===== config.mk =====
export PLATFORM = sky130hd
export DESIGN_NAME = fetch_stage
export DESIGN_NICKNAME = d
export VERILOG_FILES = /design/src/rtl/cpu_pkg.sv /design/src/rtl/fetch_queue.sv /design/src/rtl/fetch_stage.sv
export SDC_FILE = /design/constraint.sdc
export NUM_CORES = 1
export LEC_CHECK = 0
export CAP_MARGIN = 25
export CORE_UTILIZATION = 56
export CTS_BUF_LIST = sky130_fd_sc_hd__clkbuf_16
export CTS_CLUSTER_SIZE = 8
export DETAILED_ROUTE_END_ITERATION = 16
export HOLD_SLACK_MARGIN = 0.03
export PLACE_DENSITY = 0.93
export SETUP_SLACK_MARGIN = 0.3
export SYNTH_ARGS = -nofsm -noshare
export SYNTH_HDL_FRONTEND = slang
export SYNTH_SLANG_ARGS = --single-unit

===== constraint.sdc =====
create_clock -name clk_i -period 12.4 [get_ports clk_i]
set_input_delay 3.72 -clock clk_i [delete_from_list [all_inputs] [get_ports clk_i]]
set_output_delay 3.72 -clock clk_i [all_outputs]
set_load 0.005 [all_outputs]

===== src/rtl/cpu_pkg.sv =====
// Shared types and constants for the MIPS pipeline front end.
// Holds the fetch FSM encoding and the IF/ID register bundle.
package cpu_pkg;

   localparam logic [31:0] INST_NOP        = 32'h0000_0000;
   localparam logic [31:0] WORD_BYTES      = 32'd4;
   localparam int unsigned IF_ID_PAYLOAD_W = 64;

   typedef enum logic [1:0] {
      StIdle,
      StFetch,
      StDrain
   } fetch_state_e;

   typedef struct packed {
      logic        valid;
      logic [31:0] inst;
      logic [31:0] pc4;
   } if_id_t;

   function automatic logic [31:0] word_align(input logic [31:0] addr);
      return addr & ~32'h3;
   endfunction

endpackage


===== src/rtl/fetch_queue.sv =====
// Small synchronous FIFO buffering fetched {instruction, pc+4} pairs.
// Clear and reset are synchronous; push and pop may coincide at any occupancy.
module fetch_queue import cpu_pkg::*; #(
   parameter int unsigned QDEPTH = 2,
   parameter int unsigned WIDTH  = IF_ID_PAYLOAD_W
) (
   input  logic                    clk_i,
   input  logic                    rst_i,
   input  logic                    clear_i,
   input  logic                    push_i,
   input  logic [WIDTH-1:0]        wdata_i,
   input  logic                    pop_i,
   output logic [WIDTH-1:0]        rdata_o,
   output logic [$clog2(QDEPTH):0] count_o,
   output logic                    full_o,
   output logic                    empty_o
);

   localparam int unsigned PW = $clog2(QDEPTH);

   logic [WIDTH-1:0] mem_q [QDEPTH];
   logic [PW-1:0]    wptr_q, rptr_q;
   logic [PW:0]      count_q;
   logic             do_push, do_pop;

   assign empty_o = (count_q == '0);
   assign full_o  = (count_q == (PW+1)'(QDEPTH));
   assign do_pop  = pop_i && !empty_o;
   // A full queue still takes a push when the head is popped in the same cycle.
   assign do_push = push_i && (!full_o || do_pop);
   assign rdata_o = mem_q[rptr_q];
   assign count_o = count_q;

   always_ff @(posedge clk_i) begin
      if (rst_i || clear_i) begin
         wptr_q  <= '0;
         rptr_q  <= '0;
         count_q <= '0;
      end else begin
         if (do_push) wptr_q <= wptr_q + 1'b1;
         if (do_pop)  rptr_q <= rptr_q + 1'b1;
         count_q <= count_q + {{PW{1'b0}}, do_push} - {{PW{1'b0}}, do_pop};
      end
   end

   always_ff @(posedge clk_i) begin
      if (do_push) mem_q[wptr_q] <= wdata_i;
   end

endmodule


===== src/rtl/fetch_stage.sv =====
// Instruction-fetch stage: owns the PC, runs the imem req/ack handshake,
// queues returned words and drives the IF/ID register for decode.
module fetch_stage import cpu_pkg::*; #(
   parameter logic [31:0] RESET_PC = 32'h0000_0000,
   parameter int unsigned QDEPTH   = 2,
   parameter logic [31:0] INST_NOP = cpu_pkg::INST_NOP
) (
   input  logic        clk_i,
   input  logic        rst_i,
   input  logic        start_i,
   input  logic        stall_i,
   input  logic        flush_i,
   input  logic [31:0] branch_target_i,
   output logic        imem_req_o,
   output logic [31:0] imem_addr_o,
   input  logic        imem_ack_i,
   input  logic [31:0] imem_data_i,
   output logic        if_id_valid_o,
   output logic [31:0] if_id_inst_o,
   output logic [31:0] if_id_pc_o
);

   localparam int unsigned CW = $clog2(QDEPTH) + 1;
   localparam if_id_t IfIdBubble = '{valid: 1'b0, inst: INST_NOP, pc4: 32'h0};

   fetch_state_e state_q;
   logic [31:0]  pc_q, drain_addr_q;
   logic         pending_q;
   if_id_t       if_id_q;

   logic          q_push, q_pop, q_full, q_empty;
   logic [CW-1:0] q_count;
   logic [63:0]   q_head;
   logic          ack, good_ack, bypass, hold_req;
   logic          unused_count;

   always_comb begin
      imem_req_o = 1'b0;
      unique case (state_q)
         StIdle:  imem_req_o = 1'b0;
         StFetch: imem_req_o = pending_q || (start_i && !q_full);
         StDrain: imem_req_o = 1'b1;
         default: imem_req_o = 1'b0;
      endcase
   end

   assign imem_addr_o = (state_q == StDrain) ? drain_addr_q : pc_q;
   assign ack         = imem_req_o && imem_ack_i;
   assign hold_req    = imem_req_o && !imem_ack_i;
   // Data returned for a squashed (draining or flushed) request is dropped.
   assign good_ack    = ack && (state_q == StFetch) && !flush_i;
   assign q_pop       = !flush_i && !stall_i && !q_empty;
   assign bypass      = !flush_i && !stall_i && q_empty && good_ack;
   assign q_push      = good_ack && !bypass;

   always_ff @(posedge clk_i) begin
      if (rst_i) begin
         state_q      <= StIdle;
         pc_q         <= RESET_PC;
         drain_addr_q <= RESET_PC;
         pending_q    <= 1'b0;
         if_id_q      <= IfIdBubble;
      end else begin
         pending_q <= hold_req;

         if (flush_i)       pc_q <= word_align(branch_target_i);
         else if (good_ack) pc_q <= pc_q + WORD_BYTES;

         if (flush_i) begin
            if_id_q <= IfIdBubble;
         end else if (!stall_i) begin
            if (q_pop)       if_id_q <= {1'b1, q_head};
            else if (bypass) if_id_q <= {1'b1, imem_data_i, pc_q + WORD_BYTES};
            else             if_id_q <= IfIdBubble;
         end

         unique case (state_q)
            StIdle: begin
               if (start_i) state_q <= StFetch;
            end
            StFetch: begin
               if (flush_i && hold_req) begin
                  state_q      <= StDrain;
                  drain_addr_q <= pc_q;
               end else if (!flush_i && !start_i && !hold_req) begin
                  state_q <= StIdle;
               end
            end
            StDrain: begin
               if (ack) state_q <= StFetch;
            end
            default: state_q <= StIdle;
         endcase
      end
   end

   fetch_queue #(
      .QDEPTH (QDEPTH),
      .WIDTH  (IF_ID_PAYLOAD_W)
   ) u_queue (
      .clk_i   (clk_i),
      .rst_i   (rst_i),
      .clear_i (flush_i),
      .push_i  (q_push),
      .wdata_i ({imem_data_i, pc_q + WORD_BYTES}),
      .pop_i   (q_pop),
      .rdata_o (q_head),
      .count_o (q_count),
      .full_o  (q_full),
      .empty_o (q_empty)
   );

   assign unused_count  = ^q_count;
   assign if_id_valid_o = if_id_q.valid;
   assign if_id_inst_o  = if_id_q.inst;
   assign if_id_pc_o    = if_id_q.pc4;

endmodule


==> flow_metrics.tcl <==
set metrics [dict create \
    outcome "finished clean" \
    core_area_um2 18960 \
    cts_resized 0 \
    clock_latency_ns 0.51 \
    wire_per_inst_um 19.68 \
    drc 0 \
    yosysSeqAreaShare_pct 57.96 \
    grt_pass1_wl_um 42860 \
    dieHeight_um 141.8 \
    yosysMostFrequentCell "dfxtp_1" \
    die-area_um2 20120 \
    critPathMostFrequentCell "clkdlybuf4s50_1" \
    power.density_nw_per_um2 140.9 \
    synth_area_leaders "edfxtp_1, dfxtp_1, mux2_2" \
    syn_to_final_growth_pct 25.56 \
    max_freq_ghz 0.1067 \
    cpPeakStageDelay_ns 0.58 \
    drtIter0Drc 871 \
    drt_wl_total_um 27550 \
    finalMaxSlewViolations 0 \
    first_pass_iters 7 \
    peakVddDrop_mv 0.07906 \
    io_buffers 161 \
    cts_setup_buffers 0 \
    synthFlopType "dfxtp_1" \
    ant_nets 0 \
    path_buf_inv 2 \
    diodes 0 \
    synth_common_cells "dfxtp_1, edfxtp_1, nor2_1, nand2_1, mux2_2" \
    rows 50 \
    synth_top_area_share_pct 34.01 \
    viasPerCell 6.141 \
    cts_sinks 255 \
    netlist_area_um2 10950 \
    grt_usage_pct 27.16 \
    hold_viol 0 \
    fin_tns_setup_ns 0 \
    io_pins 168 \
    tightest_slew_ns 1.005 \
    maxCapViolCount 0 \
    critPathMaxFanout 9 \
    synth_enable_flop_cells 124 \
    slew_headroom_pct 32.61 \
    path_cells "clkdlybuf4s50_1 -> nand2_1 -> o21ai_1 -> and2_1 -> clkdlybuf4s50_1" \
    ys_types 53 \
    setup_viol 0 \
    hpwl_um 16960 \
    timing_worst_setup_path_type "input port to output pin" \
    gp_congestion 0.8600 \
    use_met2_pct 45.81 \
    power_leakage_nw 4.581 \
    yosys_register_bits 255 \
    syn_area_per_cell_um2 11.10 \
    grt_max_degree 73 \
    required_ns 8.68 \
    dr_total_vias 8597 \
    antenna_found_initial 0 \
    crit_slowest_cell "o21ai_1" \
    cts_buffer_depth 3 \
    layout-drive-gt1-share_pct 13.86 \
    synth_largest_area_cell "edfxtp_1" \
    overflow 0 \
    cp-start-kind "input port" \
    nets 1189 \
    start_util_pct 57.76 \
    design_area_um2 13750 \
    postPlaceCellArea_um2 12650 \
    period_share_pct 75.55 \
    use_met3_pct 5.906 \
    cts_htree_levels 2 \
    first_global_vias 8376 \
    syn_inst 986 \
    cts-root-buf "clkbuf_16" \
    clkSlewWorstSetupHoldPaths_ns 0.05 \
    numCtsBuffers 37 \
    cts_tree "yes" \
    synth-async-reset-ratio_pct 0 \
    crit_path_end_kind "output pin" \
    cp.arrival_ns 5.65 \
    use_met1_pct 34.55 \
    hp-class "flop to flop" \
    min_period_ns 9.369 \
    cts_hold_repair.buffers 0 \
    top_usage_layer "met2" \
    fin_skew_ns 0.01767 \
    critPathTopFamily "buffers and inverters" \
    yosysWarningCount 0 \
    rsz0062_at_grt "false" \
    die_w_um 141.8 \
]
## placed cells by master, fill, tap and decap left out, drive strengths merged, types with 2 or more instances in the layout
| cell | count |
|---|---|
| nand2 | 99 |
| a222oi | 46 |
| nor4 | 17 |
| edfxtp | 124 |
| a21oi | 43 |
| conb | 4 |
| inv | 46 |
| and3 | 2 |
| ha | 6 |
| o32ai | 4 |
| buf | 14 |
| o31ai | 5 |
| xnor2 | 32 |
| a31o | 6 |
| xor2 | 14 |
| a22oi | 13 |
| mux2 | 81 |
| a311oi | 7 |
| or3 | 9 |
| nand3 | 18 |
| clkbuf | 39 |
| or4 | 8 |
| a31oi | 2 |
| clkdlybuf4s50 | 159 |
| nor2 | 106 |
| and4 | 2 |
| a211oi | 17 |
| o21a | 2 |
| dfxtp | 131 |
| mux2i | 9 |
| nor2b | 2 |
| o21ai | 20 |
| o31a | 2 |
| nor3b | 3 |
| or2 | 7 |
| nor3 | 20 |
| nand4 | 9 |
| o211ai | 2 |
## metrics by stage
step                      cells  total power [mW]  utilization (%)  worst slack [ns]  hold slack [ns]
after floorplan             989            0.9852                -             4.364           0.4329
after global placement     1332             1.038            66.63             3.150           0.4377
after detailed placement   1333             1.043            66.74             3.135           0.4464
after CTS                  1399             1.946            72.45             3.110           0.4525
after global routing       1400             2.004            72.53             2.988           0.4692
final                      1400             1.937            72.53             3.032           0.4500
## registers in the layout, summed over array words and instances (netlist names), 2 cells and up, named ones only
name and count:
state_q 2, u_queue.count_o 2, if_id_pc_o 30, pc_q 30
u_queue.mem_q 124, drain_addr_q 30, if_id_inst_o 32
## tightest hold or removal path: cells and delay by family (launching register included)
| family | cells | cell delay (ns) |
|---|---|---|
| AOI/OAI and AO/OA | 1 | 0.05 |
| and+or+nand+nor | 1 | 0.05 |
| DFF | 1 | 0.30 |
## cell type report
cell class / instances / area [µm²]
Inverter: 19 / 71.32
Timing Repair Buffer: 173 / 1712
Multi-Input combinational cell: 627 / 4210
Fill cell: 1238 / 5207
Tap cell: 260 / 325.3
Clock buffer: 39 / 975.9
Sequential cell: 255 / 6347
Clock inverter: 27 / 106.4
## metal layers
layer	wire length (µm)	part of all wire (%)
met4	694	2.5
met1	10720	39
met3	2695	9.8
met2	13430	49
met5	0	0
## where the power goes
group	internal (mW)	switching, mW	total [mW]
sequential	0.894	0.0162	0.910
combinational	0.0563	0.0651	0.121
clock	0.560	0.345	0.905
## cell families after synthesis
family          after synthesis  share of synthesized area (%)
compound gates              174                          11.84
xor+xnor                     46                          3.680
fa+ha+maj                     6                         0.6856
buf+inv                     107                          3.942
flops                       255                          57.96
mux                          90                          9.153
other cells                   1                        0.03425
simple gates                307                          12.71
## path summary, 6_finish.rpt
check / from / to / slack, ns / depth (start not counted)
worst max register to register: state_q[0] / u_queue.mem_q[1][30] / 8.54 / 7
worst max-delay path: start_i / imem_req_o / 3.03 / 5
worst min-delay path: drain_addr_q[27] / drain_addr_q[27] / 0.45 / 2
worst min register to register: drain_addr_q[27] / drain_addr_q[27] / 0.45 / 2
(Power assumes the default switching activity.)
